[src/rtl/sprite_row_drawer.sv]
// Sprite row drawer: fetches one sprite row from ROM, applies h/v mirroring, and emits
// clipped, transparency-masked column writes into a scanline buffer at one pixel per clock.
module sprite_row_drawer #(
    parameter int unsigned SPR_W      = 16,
    parameter int unsigned SPR_H      = 16,
    parameter int unsigned FRAME_BITS = 8,
    parameter int unsigned ROM_LAT    = 1,
    parameter int unsigned COL_W      = 10,
    parameter int unsigned SCREEN_W   = 640
) (
    input  logic                                                    clk,
    input  logic                                                    reset,
    input  logic                                                    start,
    input  logic signed [COL_W:0]                                   col_base,
    input  logic                                                    hflip,
    input  logic                                                    vflip,
    input  logic [FRAME_BITS-1:0]                                   frame_id,
    input  logic [$clog2(SPR_H)-1:0]                                row_off,
    output logic [FRAME_BITS+$clog2(SPR_H)+$clog2(SPR_W)-1:0]       rom_addr,
    input  logic [15:0]                                             rom_q,
    output logic [COL_W-1:0]                                        pixel_col,
    output logic [15:0]                                             pixel_data,
    output logic                                                    wren,
    output logic                                                    busy,
    output logic                                                    done
);

    localparam int unsigned XW  = $clog2(SPR_W);
    localparam int unsigned YW  = $clog2(SPR_H);
    localparam int unsigned XSW = COL_W + 2;

    localparam logic [XW-1:0]         IdxLast   = XW'(SPR_W - 1);
    localparam logic signed [XSW-1:0] ScreenLim = XSW'(SCREEN_W);

    typedef enum logic [1:0] {StIdle, StFetch, StDrain} state_e;

    state_e state_q, state_d;

    logic                  accept;
    logic [XW-1:0]         idx_q, idx_d;
    logic [FRAME_BITS-1:0] frame_q;
    logic [YW-1:0]         row_q;
    logic [YW-1:0]         row_eff;
    logic signed [COL_W:0] base_q;
    logic                  hflip_q;

    logic [ROM_LAT-1:0]    vld_q;
    logic [XW-1:0]         tag_q [ROM_LAT];

    logic                  slot_vld;
    logic [XW-1:0]         slot_idx;
    logic [XW-1:0]         slot_ofs;
    logic signed [XSW-1:0] slot_x;
    logic                  on_screen;

    logic                  wren_q, wren_d;
    logic                  last_q, last_d;
    logic [COL_W-1:0]      col_q;
    logic [15:0]           data_q;

    // SPR_H is a power of two, so bitwise inversion gives SPR_H-1-row_off.
    assign row_eff = vflip ? ~row_off : row_off;

    always_comb begin
        state_d = state_q;
        idx_d   = idx_q;
        accept  = 1'b0;
        case (state_q)
            StIdle: begin
                if (start) begin
                    accept  = 1'b1;
                    idx_d   = '0;
                    state_d = StFetch;
                end
            end
            StFetch: begin
                // Terminal count stops the counter so the address never spills into the next frame.
                if (idx_q == IdxLast) begin
                    state_d = StDrain;
                end else begin
                    idx_d = idx_q + XW'(1);
                end
            end
            StDrain: begin
                if (last_q) begin
                    state_d = StIdle;
                end
            end
            default: state_d = StIdle;
        endcase
    end

    // Pixel slot: the tag that has travelled alongside the ROM read latency.
    assign slot_vld  = vld_q[ROM_LAT-1];
    assign slot_idx  = tag_q[ROM_LAT-1];
    assign slot_ofs  = hflip_q ? ~slot_idx : slot_idx;
    assign slot_x    = $signed({base_q[COL_W], base_q}) + $signed({{(XSW - XW){1'b0}}, slot_ofs});
    assign on_screen = !slot_x[XSW-1] && (slot_x < ScreenLim);

    always_comb begin
        wren_d = slot_vld && !rom_q[15] && on_screen;
        last_d = slot_vld && (slot_idx == IdxLast);
    end

    always_ff @(posedge clk) begin
        if (reset) begin
            state_q <= StIdle;
            idx_q   <= '0;
            frame_q <= '0;
            row_q   <= '0;
            base_q  <= '0;
            hflip_q <= 1'b0;
            vld_q   <= '0;
            for (int k = 0; k < ROM_LAT; k++) begin
                tag_q[k] <= '0;
            end
            wren_q  <= 1'b0;
            last_q  <= 1'b0;
            col_q   <= '0;
            data_q  <= '0;
        end else begin
            state_q <= state_d;
            idx_q   <= idx_d;
            if (accept) begin
                frame_q <= frame_id;
                row_q   <= row_eff;
                base_q  <= col_base;
                hflip_q <= hflip;
            end
            vld_q[0] <= (state_q == StFetch);
            tag_q[0] <= idx_q;
            for (int k = 1; k < ROM_LAT; k++) begin
                vld_q[k] <= vld_q[k-1];
                tag_q[k] <= tag_q[k-1];
            end
            wren_q <= wren_d;
            last_q <= last_d;
            // Column and data track every valid slot, masked or not.
            if (slot_vld) begin
                col_q  <= slot_x[COL_W-1:0];
                data_q <= rom_q;
            end
        end
    end

    assign rom_addr   = {frame_q, row_q, idx_q};
    assign pixel_col  = col_q;
    assign pixel_data = data_q;
    assign wren       = wren_q;
    assign busy       = (state_q != StIdle);
    assign done       = (state_q == StIdle);

endmodule

[config.mk]
export PLATFORM = sky130hd
export DESIGN_NAME = sprite_row_drawer
export DESIGN_NICKNAME = d
export VERILOG_FILES = /design/src/rtl/sprite_row_drawer.sv
export SDC_FILE = /design/constraint.sdc
export NUM_CORES = 1
export LEC_CHECK = 0
export ABC_AREA = 0
export BUFFER_PORTS_ARGS = -buffer_cell sky130_fd_sc_hd__buf_4
export CAP_MARGIN = 30
export CORE_AREA = 2 2 96 98
export DETAILED_ROUTE_END_ITERATION = 6
export DIE_AREA = 0 0 98 100
export PLACE_DENSITY_LB_ADDON = 0.15
export SYNTH_ARGS = -nofsm -noshare
export SYNTH_HDL_FRONTEND = slang
export SYNTH_SLANG_ARGS = --single-unit
[constraint.sdc]
create_clock -name clk -period 3.7 [get_ports clk]
set_input_delay 0.74 -clock clk [delete_from_list [all_inputs] [get_ports clk]]
set_output_delay 0.74 -clock clk [all_outputs]
set_load 0.02 [all_outputs]
==> metrics.md, run 1 <==
| Metric | Value |
|---|---|
| Core ar. | 8890 um2 |
| Final setup fails | 0 |
| Sink Count | 63 |
| Area occupied by multi-input gates | 1200 um2 |
| Largest family of logic cells by synthesized area | simple AND/OR/NAND/NOR gates |
| Clock slew at reported path FFs | 0.07 ns |
| Post-synth ARST share | 0 |
| Worst Hold Class | reg -> reg |
| Adder-Cell Fraction of Synth Area | 0.0324 |
| Top cell type's share of synthesized area | 0.495 |
| Setup bufs post-CTS | 0 |
| RSZ-0062 raised after global routing | false |
| First-pass GRT wire length | 9630 um |
| Total placed instance area | 3280 um2 |
| Skew-Pair Late Insertion Delay | 0.33 ns |
| Hold Path Depth | 2 |
| Synthesized area | 2550 um2 |
| FILL cells | 923 |
| Synth cell count leaders | dfxtp_1, nand2_1, nor2_1 |
| DRT Wirelength | 5680 um |
| Crit Path Max Fanout | 5 |
| Placer Congestion | 0.804 |
| R2R cell count | 7 |
| Max-cap viol count | 0 |
| Row count | 35 |
| Die area | 9800 um2 |
| DRT iter0 DRCs | 44 |
| CP arrival | 2.36 ns |
| Cell variety after synth | 33 |
| Ant diodes | 0 |
| Fin crit period | 2.14 ns |
| Endpoints failing hold | 0 |
| Pin count of the biggest net entering global routing | 62 |
| Dominant cells by area after synthesis | dfxtp_1, mux2i_1, nand2_1 |
| Simple-gate share of the synthesized area | 0.175 |
| Post-synth top flop | dfxtp_1 |
| Kind of critical path | reg -> reg |
| H-tree lvl count | 3 |
| Number of buffers on the longest clock path | 2 |
| Worst-margin pin slew | 0.853 ns |
| Hold buffers post-CTS | 0 |
| Reg area | 1260 um2 |
| TNS Setup | 0 ns |
| # IOs | 89 |
| Total of warnings raised by yosys | 0 |
| Vias/cell | 4.42 |
| Post-layout util | 0.396 |
| Slew margin rel. | 0.431 |
| Cts bufs inserted | 9 |
| Initial antenna violation count | 0 |
| Share of layout cells above drive strength 1 | 0.305 |
| First-pass iteration count of the detailed router | 4 |
| Fmax | 468 MHz |
| Synth area leader | dfxtp_1 |
| Synth Instances | 281 |
| IO Port Bufs | 88 |
| Final period util | 0.578 |
| Post-synthesis sequential area ratio | 0.495 |
| DPL Wire Length | 4030 um |
| Slew Limit Fails | 0 |
| Top-count cell post-synth | dfxtp_1 |
| Gr ovfl total | 0 |
| Die Ht | 100 um |
| Syn_area_per_cell | 9.06 um2 |
| Vias post-DR | 2111 |
| Post-cts resize count | 0 |
| Synth-to-layout area growth | 38.4% |
| Mux cell area share after synthesis | 0.0826 |
| Root buffer cell | clkbuf_8 |
| P_leak | 1.52 nW |
| Routed Antenna Nets | 0 |
| Starting density of the core | 0.286 |
| Die width | 98 um |
| Post-synthesis compound-gate area fraction | 0.118 |
| Power Dens Cells | 482 nW/um2 |
| Worst setup EP type | flip-flop |
| Total GRT Usage | 0.121 |
| Synth Area in XOR/XNOR | 0.0619 |
| Peak supply drop | 0.182 mV |
| DRC viols | 0 |
| Net Count, Synth | 331 |
| Average wire per standard cell | 11.9 um |
| EDFF count, synth | 0 |
| Vias in the first global route | 2058 |
| Clock Skews | 0.00776 ns |
| FF+latch count, synth | 63 |
| Post-route cell area | 3520 um2 |
| Outcome | complete, no violations |
| CTS tree | built |
| Worst EP required | 3.92 ns |
| Worst Setup Start Kind | flip-flop |
| Final #Nets | 412 |
-- per-stage QoR --
stage	hold WS (ns)	worst slack [ns]	total power, mW	instances
6_report	0.459	1.56	1.70	478
5_1_grt	0.480	1.41	1.79	478
4_1_cts	0.464	1.53	1.73	478
3_5_place_dp	0.452	1.57	0.996	462
3_3_place_gp	0.445	1.65	0.994	462
2_1_floorplan	0.436	1.63	0.894	281
-- layout by cell type (no fill, tap or decap), types with 9 or more instances in the layout --
cell	netlist	routed
a211oi_1	11	11
a21oi_1	26	26
buf_4	0	89
clkbuf_8	0	10
dfxtp_1	63	62
mux2i_1	21	21
nand2_1	45	45
nor2_1	39	39
xnor2_1	9	9
xor2_1	9	9
-- metal layers --
metal	global-route usage	vias up	routed length, um
met5	0	-	0
met4	0.0545	0	85
met3	0.0376	7	446
met2	0.185	66	2510
met1	0.156	937	2640
li1	-	1101	-
-- final cells by class --
class	count	area share
flip-flops and latches	63	0.358
multi-input cells	196	0.340
repair buffers	89	0.190
well taps	111	0.0394
clock buffers	10	0.0391
clock inverters	6	0.0305
inverters	3	0.00320
-- cells by family after synthesis --
| logic type | after synthesis |
|---|---|
| xor gates and xnor gates | 18 |
| muxes | 21 |
| DFF | 63 |
| and+or+nand+nor | 105 |
| buffers and inverters | 22 |
| AOI/OAI and AO/OA | 46 |
| adders and majority gates | 6 |
-- worst max-delay path, stage by stage (launching register included) --
cell	delay (ns)
dfxtp_1	0.45
xor2_1	0.27
ha_1	0.24
a211oi_2	0.07
o21bai_4	0.19
or3b_1	0.41
o31ai_1	0.20
and3b_1	0.20
-- worst paths after layout --
kind | slack (ns) | to | start
worst min register to register | 0.46 | frame_q[7] | frame_q[7]
worst max-delay path | 1.56 | wren | hflip_q
worst max register to register | 1.56 | wren | hflip_q
worst min-delay path | 0.46 | frame_q[7] | frame_q[7]
-- registers in the layout (all words and copies together) (netlist names) --
name	cells
pixel_col	10
wren	1
last_q	1
idx_q	4
base_q	11
pixel_data	16
hflip_q	1
state_q	2
row_q	4
frame_q	8
tag_q	4
slot_vld	1
-- where the power goes --
part           leakage [nW]  internal, mW  switching, mW
registers             0.515         0.715         0.0331
logic                 0.878         0.111          0.115
clock network         0.122         0.463          0.261
(Power assumes the default switching activity.)
==> inputs of run 2 (changes only) <==
Clock period 3.7 ns to 1.9 ns, I/O delays scaled along.
==> metrics.md, run 2 (synthesis results as in run 1) <==
| Metric | Value |
|---|---|
| Final Power | 3.14 mW (was 1.70 mW) |
| Worst EP required | 2.12 ns (was 3.92 ns) |
| # IOs | 89 (unchanged) |
| Post-route cell area | 3640 um2 (was 3520 um2) |
| Starting density of the core | 0.286 (unchanged) |
| Hold buffers post-CTS | 0 (unchanged) |
| Die width | 98 um (unchanged) |
| H-tree lvl count | 3 (unchanged) |
| Sink Count | 63 (unchanged) |
| Peak supply drop | 0.296 mV (was 0.182 mV) |
| DRC viols | 0 (unchanged) |
| RSZ-0062 raised after global routing | true (was false) |
| Average wire per standard cell | 11.8 um (was 11.9 um) |
| DRT Wirelength | 5840 um (was 5680 um) |
| Clock Skews | 0.00861 ns (was 0.00776 ns) |
| Power Dens Cells | 863 nW/um2 (was 482 nW/um2) |
| Placer Congestion | 0.837 (was 0.804) |
| Skew-Pair Late Insertion Delay | 0.33 ns (about the same) |
| Kind of critical path | reg -> reg (unchanged) |
| First-pass GRT wire length | 9400 um (was 9630 um) |
| Commonest non-fill, non-tap cells in the layout | buf_4, dfxtp_1, nand2_1, nor2_1, a21oi_1 (unchanged) |
| Clock slew at reported path FFs | 0.07 ns (about the same) |
| Core ar. | 8890 um2 (unchanged) |
| Fmax | 506 MHz (was 468 MHz) |
| Cts bufs inserted | 9 (unchanged) |
| First-pass iteration count of the detailed router | 4 (unchanged) |
| Total GRT Usage | 0.119 (was 0.121) |
| Slew margin rel. | 0.768 (was 0.431) |
| Most common cell after layout, fill and taps aside | buf_4 (unchanged) |
| Worst Hold Class | in -> reg (was reg -> reg) |
| RR Startpoint | hflip_q (unchanged) |
| Root buffer cell | clkbuf_8 (unchanged) |
| Synth-to-layout area growth | 42.9% (was 38.4%) |
| Initial antenna violation count | 0 (unchanged) |
| Routed Antenna Nets | 0 (unchanged) |
| Number of buffers on the longest clock path | 2 (unchanged) |
| Worst-margin pin slew | 0.348 ns (was 0.853 ns) |
| Die area | 9800 um2 (unchanged) |
| Outcome | complete, but fails checks (was complete, no violations) |
| DRT iter0 DRCs | 30 (was 44) |
| Share of layout cells above drive strength 1 | 0.350 (was 0.305) |
| Vias/cell | 4.33 (was 4.42) |
| Row count | 35 (unchanged) |
| DPL Wire Length | 4230 um (was 4030 um) |
| Die Ht | 100 um (unchanged) |
| P_leak | 1.58 nW (was 1.52 nW) |
| Vias in the first global route | 2013 (was 2058) |
| Final period util | 1.04 (was 0.578) |
| Max reg flops | 16 (unchanged) |
| Final worst slack | -0.0779 ns (was 1.56 ns) |
| Fin crit period | 1.98 ns (was 2.14 ns) |
| IO Port Bufs | 88 (unchanged) |
| FILL cells | 911 (was 923) |
| Final #Nets | 428 (was 412) |
| Worst setup EP type | flip-flop (unchanged) |
| Slew Limit Fails | 0 (unchanged) |
| Worst Min Path Start | rom_q[9] (was frame_q[7]) |
| Slowest cell delay on critical path | 0.41 ns (was 0.45 ns) |
| Failing checks | negative setup slack |
| Crit path from | hflip_q (unchanged) |
| CP arrival | 2.20 ns (was 2.36 ns) |
| Crit Path Max Fanout | 5 (unchanged) |
| Gr ovfl total | 0 (unchanged) |
| Vias post-DR | 2139 (was 2111) |
| Endpoints failing hold | 0 (unchanged) |
| Pin count of the biggest net entering global routing | 33 (was 62) |
| Total placed instance area | 3400 um2 (was 3280 um2) |
| Worst Setup Start Kind | flip-flop (unchanged) |
| Slowest-stage cell, CP | or3b_4 (was dfxtp_1) |
| Cell Chain, Critical Path | xor2_1 > ha_1 > a211oi_2 > o21bai_4 > or3b_4 > o31ai_2 > and3b_1 (was xor2_1 > ha_1 > a211oi_2 > o21bai_4 > or3b_1 > o31ai_1 > and3b_1) |
| Ant diodes | 0 (unchanged) |
| Final setup fails | 1 (was 0) |
| Max-cap viol count | 0 (unchanged) |
| CTS tree | built (unchanged) |
run 2: critical path: cells and delay by family (launching register included):
kind | cells | cell delay (ns)
simple gates | 2 | 0.61
compound gates | 3 | 0.42
flops | 1 | 0.35
xor+xnor | 1 | 0.18
fa+ha+maj | 1 | 0.31
run 2: worst paths after layout:
path | endpoint | slack, ns | cells after the start
min | pixel_data[9] | 0.28 | 3
max reg2reg | wren | -0.08 | 7
min reg2reg | frame_q[1] | 0.46 | 2
max | wren | -0.08 | 7
run 2: final cells by class:
type	count	area [um2]	share of cell area
clock buffer	13	169	0.0464
clock inverter	3	40.0	0.0110
inverter	3	11.3	0.00310
multi-input combinational	196	1230	0.337
sequential	63	1260	0.347
tap	111	139	0.0382
timing repair buffer	105	788	0.217
run 2: per-stage QoR:
step	util	hold WS, ns	setup TNS, ns	cells	worst slack, ns
detailed placement	0.382	0.451	-0.441	477	-0.173
global route	0.409	0.271	-0.421	494	-0.141
CTS	0.408	0.263	-0.146	494	-0.0956
floorplan	-	0.436	-0.264	281	-0.122
global placement	0.382	0.444	-0.288	477	-0.129
finish	0.409	0.281	-0.0779	494	-0.0779
run 2: power breakdown:
part           switching, mW  internal [mW]
registers             0.0549           1.39
logic                  0.245          0.242
clock network          0.495          0.710
total                  0.794           2.34
run 2: per-layer routing:
metal | routed length, um | GRT usage
met5 | 0 | 0
met2 | 2620 | 0.189
met1 | 2730 | 0.148
met3 | 403 | 0.0376
met4 | 88 | 0.0577
run 2: what timing repair did:
action	in CTS	in global routing
endpoints found under the setup margin	6	6
pin swaps	2	3
buffers inserted	1	0
resized for setup	6	1
cloned	0	0
==> inputs of run 3 (changes only) <==
Settings changed: SETUP_SLACK_MARGIN set to 0.15.
==> metrics.md, run 3 (synthesis results as in run 1) <==
| Metric | Value |
|---|---|
| Pin count of the biggest net entering global routing | 32 (was 33) |
| Die area | 9800 um2 (unchanged) |
| RSZ-0062 raised after global routing | true (unchanged) |
| Switching Fraction | 0.248 (was 0.253) |
| Total GRT Usage | 0.125 (was 0.119) |
| Met1 usage | 0.155 (was 0.148) |
| Vias/cell | 4.43 (was 4.33) |
| DRC viols | 0 (unchanged) |
| Crit path from | hflip_q (unchanged) |
| CP arrival | 2.20 ns (about the same) |
| Power Dens Cells | 874 nW/um2 (was 863 nW/um2) |
| Clock Power Share | 0.401 (was 0.384) |
| Clock slew at reported path FFs | 0.07 ns (about the same) |
| Worst Min Path Start | reset (was rom_q[9]) |
| Total placed instance area | 3430 um2 (was 3400 um2) |
| Slowest-stage cell, CP | or3b_4 (unchanged) |
| Area occupied by multi-input gates | 1280 um2 (was 1230 um2) |
| Synth-to-layout area growth | 47.1% (was 42.9%) |
| Cts bufs inserted | 9 (unchanged) |
| M3 GR Usage | 0.0355 (was 0.0376) |
| Pint | 2.46 mW (was 2.34 mW) |
| Starting density of the core | 0.286 (unchanged) |
| Fin crit period | 1.97 ns (was 1.98 ns) |
| Root buffer cell | clkbuf_8 (unchanged) |
| Routed Antenna Nets | 0 (unchanged) |
| Slew margin rel. | 0.514 (was 0.768) |
| Die Ht | 100 um (unchanged) |
| Clock Skews | 0.00963 ns (was 0.00861 ns) |
| RR Startpoint | hflip_q (unchanged) |
| P_leak | 1.60 nW (was 1.58 nW) |
| Placer Congestion | 0.713 (was 0.837) |
| Max-cap viol count | 0 (unchanged) |
| First-pass GRT wire length | 9740 um (was 9400 um) |
| Share of layout cells above drive strength 1 | 0.369 (was 0.350) |
| Met2 Resource Use GR | 0.200 (was 0.189) |
| Fmax | 508 MHz (was 506 MHz) |
| Sequential Power Share | 0.443 (was 0.461) |
| Worst setup EP type | flip-flop (unchanged) |
| Combinational power share | 0.157 (was 0.155) |
| Worst Setup Start Kind | flip-flop (unchanged) |
| Crit Path Max Fanout | 5 (unchanged) |
| Peak supply drop | 0.284 mV (was 0.296 mV) |
| Hold buffers post-CTS | 0 (unchanged) |
| Final period util | 1.04 (about the same) |
| Max reg flops | 16 (unchanged) |
| Failing checks | negative setup slack (unchanged) |
| Cell Chain, Critical Path | xor2_2 > ha_4 > a211oi_4 > o21bai_4 > or3b_4 > o31ai_1 > and3b_1 (was xor2_1 > ha_1 > a211oi_2 > o21bai_4 > or3b_4 > o31ai_2 > and3b_1) |
| Slowest cell delay on critical path | 0.41 ns (about the same) |
| Row count | 35 (unchanged) |
| Final worst slack | -0.0677 ns (was -0.0779 ns) |
| CTS tree | built (unchanged) |
| # IOs | 89 (unchanged) |
| DPL Wire Length | 4330 um (was 4230 um) |
| Worst-margin pin slew | 0.727 ns (was 0.348 ns) |
| Most common cell after layout, fill and taps aside | buf_4 (unchanged) |
| Initial antenna violation count | 0 (unchanged) |
| Outcome | complete, but fails checks (unchanged) |
| Worst EP required | 2.13 ns (was 2.12 ns) |
| Net Switching | 0.812 mW (was 0.794 mW) |
| Final #Nets | 430 (was 428) |
| Average wire per standard cell | 12.3 um (was 11.8 um) |
| Number of buffers on the longest clock path | 2 (unchanged) |
| Skew-Pair Late Insertion Delay | 0.33 ns (about the same) |
| DRT iter0 DRCs | 40 (was 30) |
| Kind of critical path | reg -> reg (unchanged) |
| Post-layout util | 0.421 (was 0.409) |
| Pre-CTS setup slack | -0.187 ns (was -0.173 ns) |
| H-tree lvl count | 3 (unchanged) |
| Endpoints failing hold | 0 (unchanged) |
| Ant diodes | 0 (unchanged) |
| Vias in the first global route | 2090 (was 2013) |
| Final setup fails | 2 (was 1) |
| Worst Hold Class | in -> reg (unchanged) |
| Die width | 98 um (unchanged) |
| IO Port Bufs | 88 (unchanged) |
| Core ar. | 8890 um2 (unchanged) |
| Commonest non-fill, non-tap cells in the layout | buf_4, dfxtp_1, nand2_1, nor2_1, a21oi_1 (unchanged) |
| Sink Count | 63 (unchanged) |
| FILL cells | 910 (was 911) |
| Post-route cell area | 3740 um2 (was 3640 um2) |
| DRT Wirelength | 6090 um (was 5840 um) |
| Busiest grt layer | met2 (unchanged) |
| Gr ovfl total | 0 (unchanged) |
| Reg area | 1270 um2 (was 1260 um2) |
| Vias post-DR | 2199 (was 2139) |
| Slew Limit Fails | 0 (unchanged) |
| First-pass iteration count of the detailed router | 4 (unchanged) |
-- run 3: worst paths after layout --
path	cells after the start	endpoint	slack, ns
setup / recovery	7	wren	-0.07
hold / removal	2	idx_q[0]	0.26
setup reg to reg	7	wren	-0.07
hold reg to reg	2	last_q	0.46
-- run 3: metrics by stage --
| step | power (mW) | TNS [ns] | std cells | hold slack (ns) |
|---|---|---|---|---|
| CTS | 3.32 | -0.0912 | 495 | 0.239 |
| detailed placement | 1.97 | -0.572 | 477 | 0.453 |
| finish | 3.27 | -0.0811 | 496 | 0.256 |
| floorplan | 1.75 | -0.176 | 281 | 0.436 |
| global placement | 1.97 | -0.318 | 477 | 0.444 |
| global route | 3.45 | -0.336 | 496 | 0.263 |
-- run 3: critical path, delay by kind of cell, from the launching register on --
kind / cells / cell delay [ns]
compound gates: 3 / 0.40
xor+xnor: 1 / 0.19
fa+ha+maj: 1 / 0.29
flops: 1 / 0.38
simple gates: 2 / 0.60
-- run 3: what timing repair did --
action / CTS / global route
setup buffers: 2 / 1
gates resized for setup: 6 / 8
pin swaps: 7 / 8
endpoints found under the setup margin: 8 / 8
-- run 3: power by group through the flow --
stage	sequential, mW	clock (mW)	combinational [mW]
after global placement	1.48	0	0.490
after floorplan	1.52	0	0.226
after global routing	1.46	1.43	0.565
final	1.45	1.31	0.512
after detailed placement	1.48	0	0.497
after CTS	1.45	1.37	0.504
-- run 3: routing by layer --
layer  wire length, um  up-vias
met5                 0        -
met4               142        0
met3               397       14
met2              2830       70
met1              2720      982
li1                  -     1133
-- run 3: area by class of cell --
| class | count | share of cell area |
|---|---|---|
| multi-input cells | 196 | 0.343 |
| inverters | 3 | 0.00301 |
| well taps | 111 | 0.0371 |
| flip-flops and latches | 63 | 0.338 |
| clock inverters | 3 | 0.0174 |
| repair buffers | 107 | 0.219 |
| clock buffers | 13 | 0.0424 |
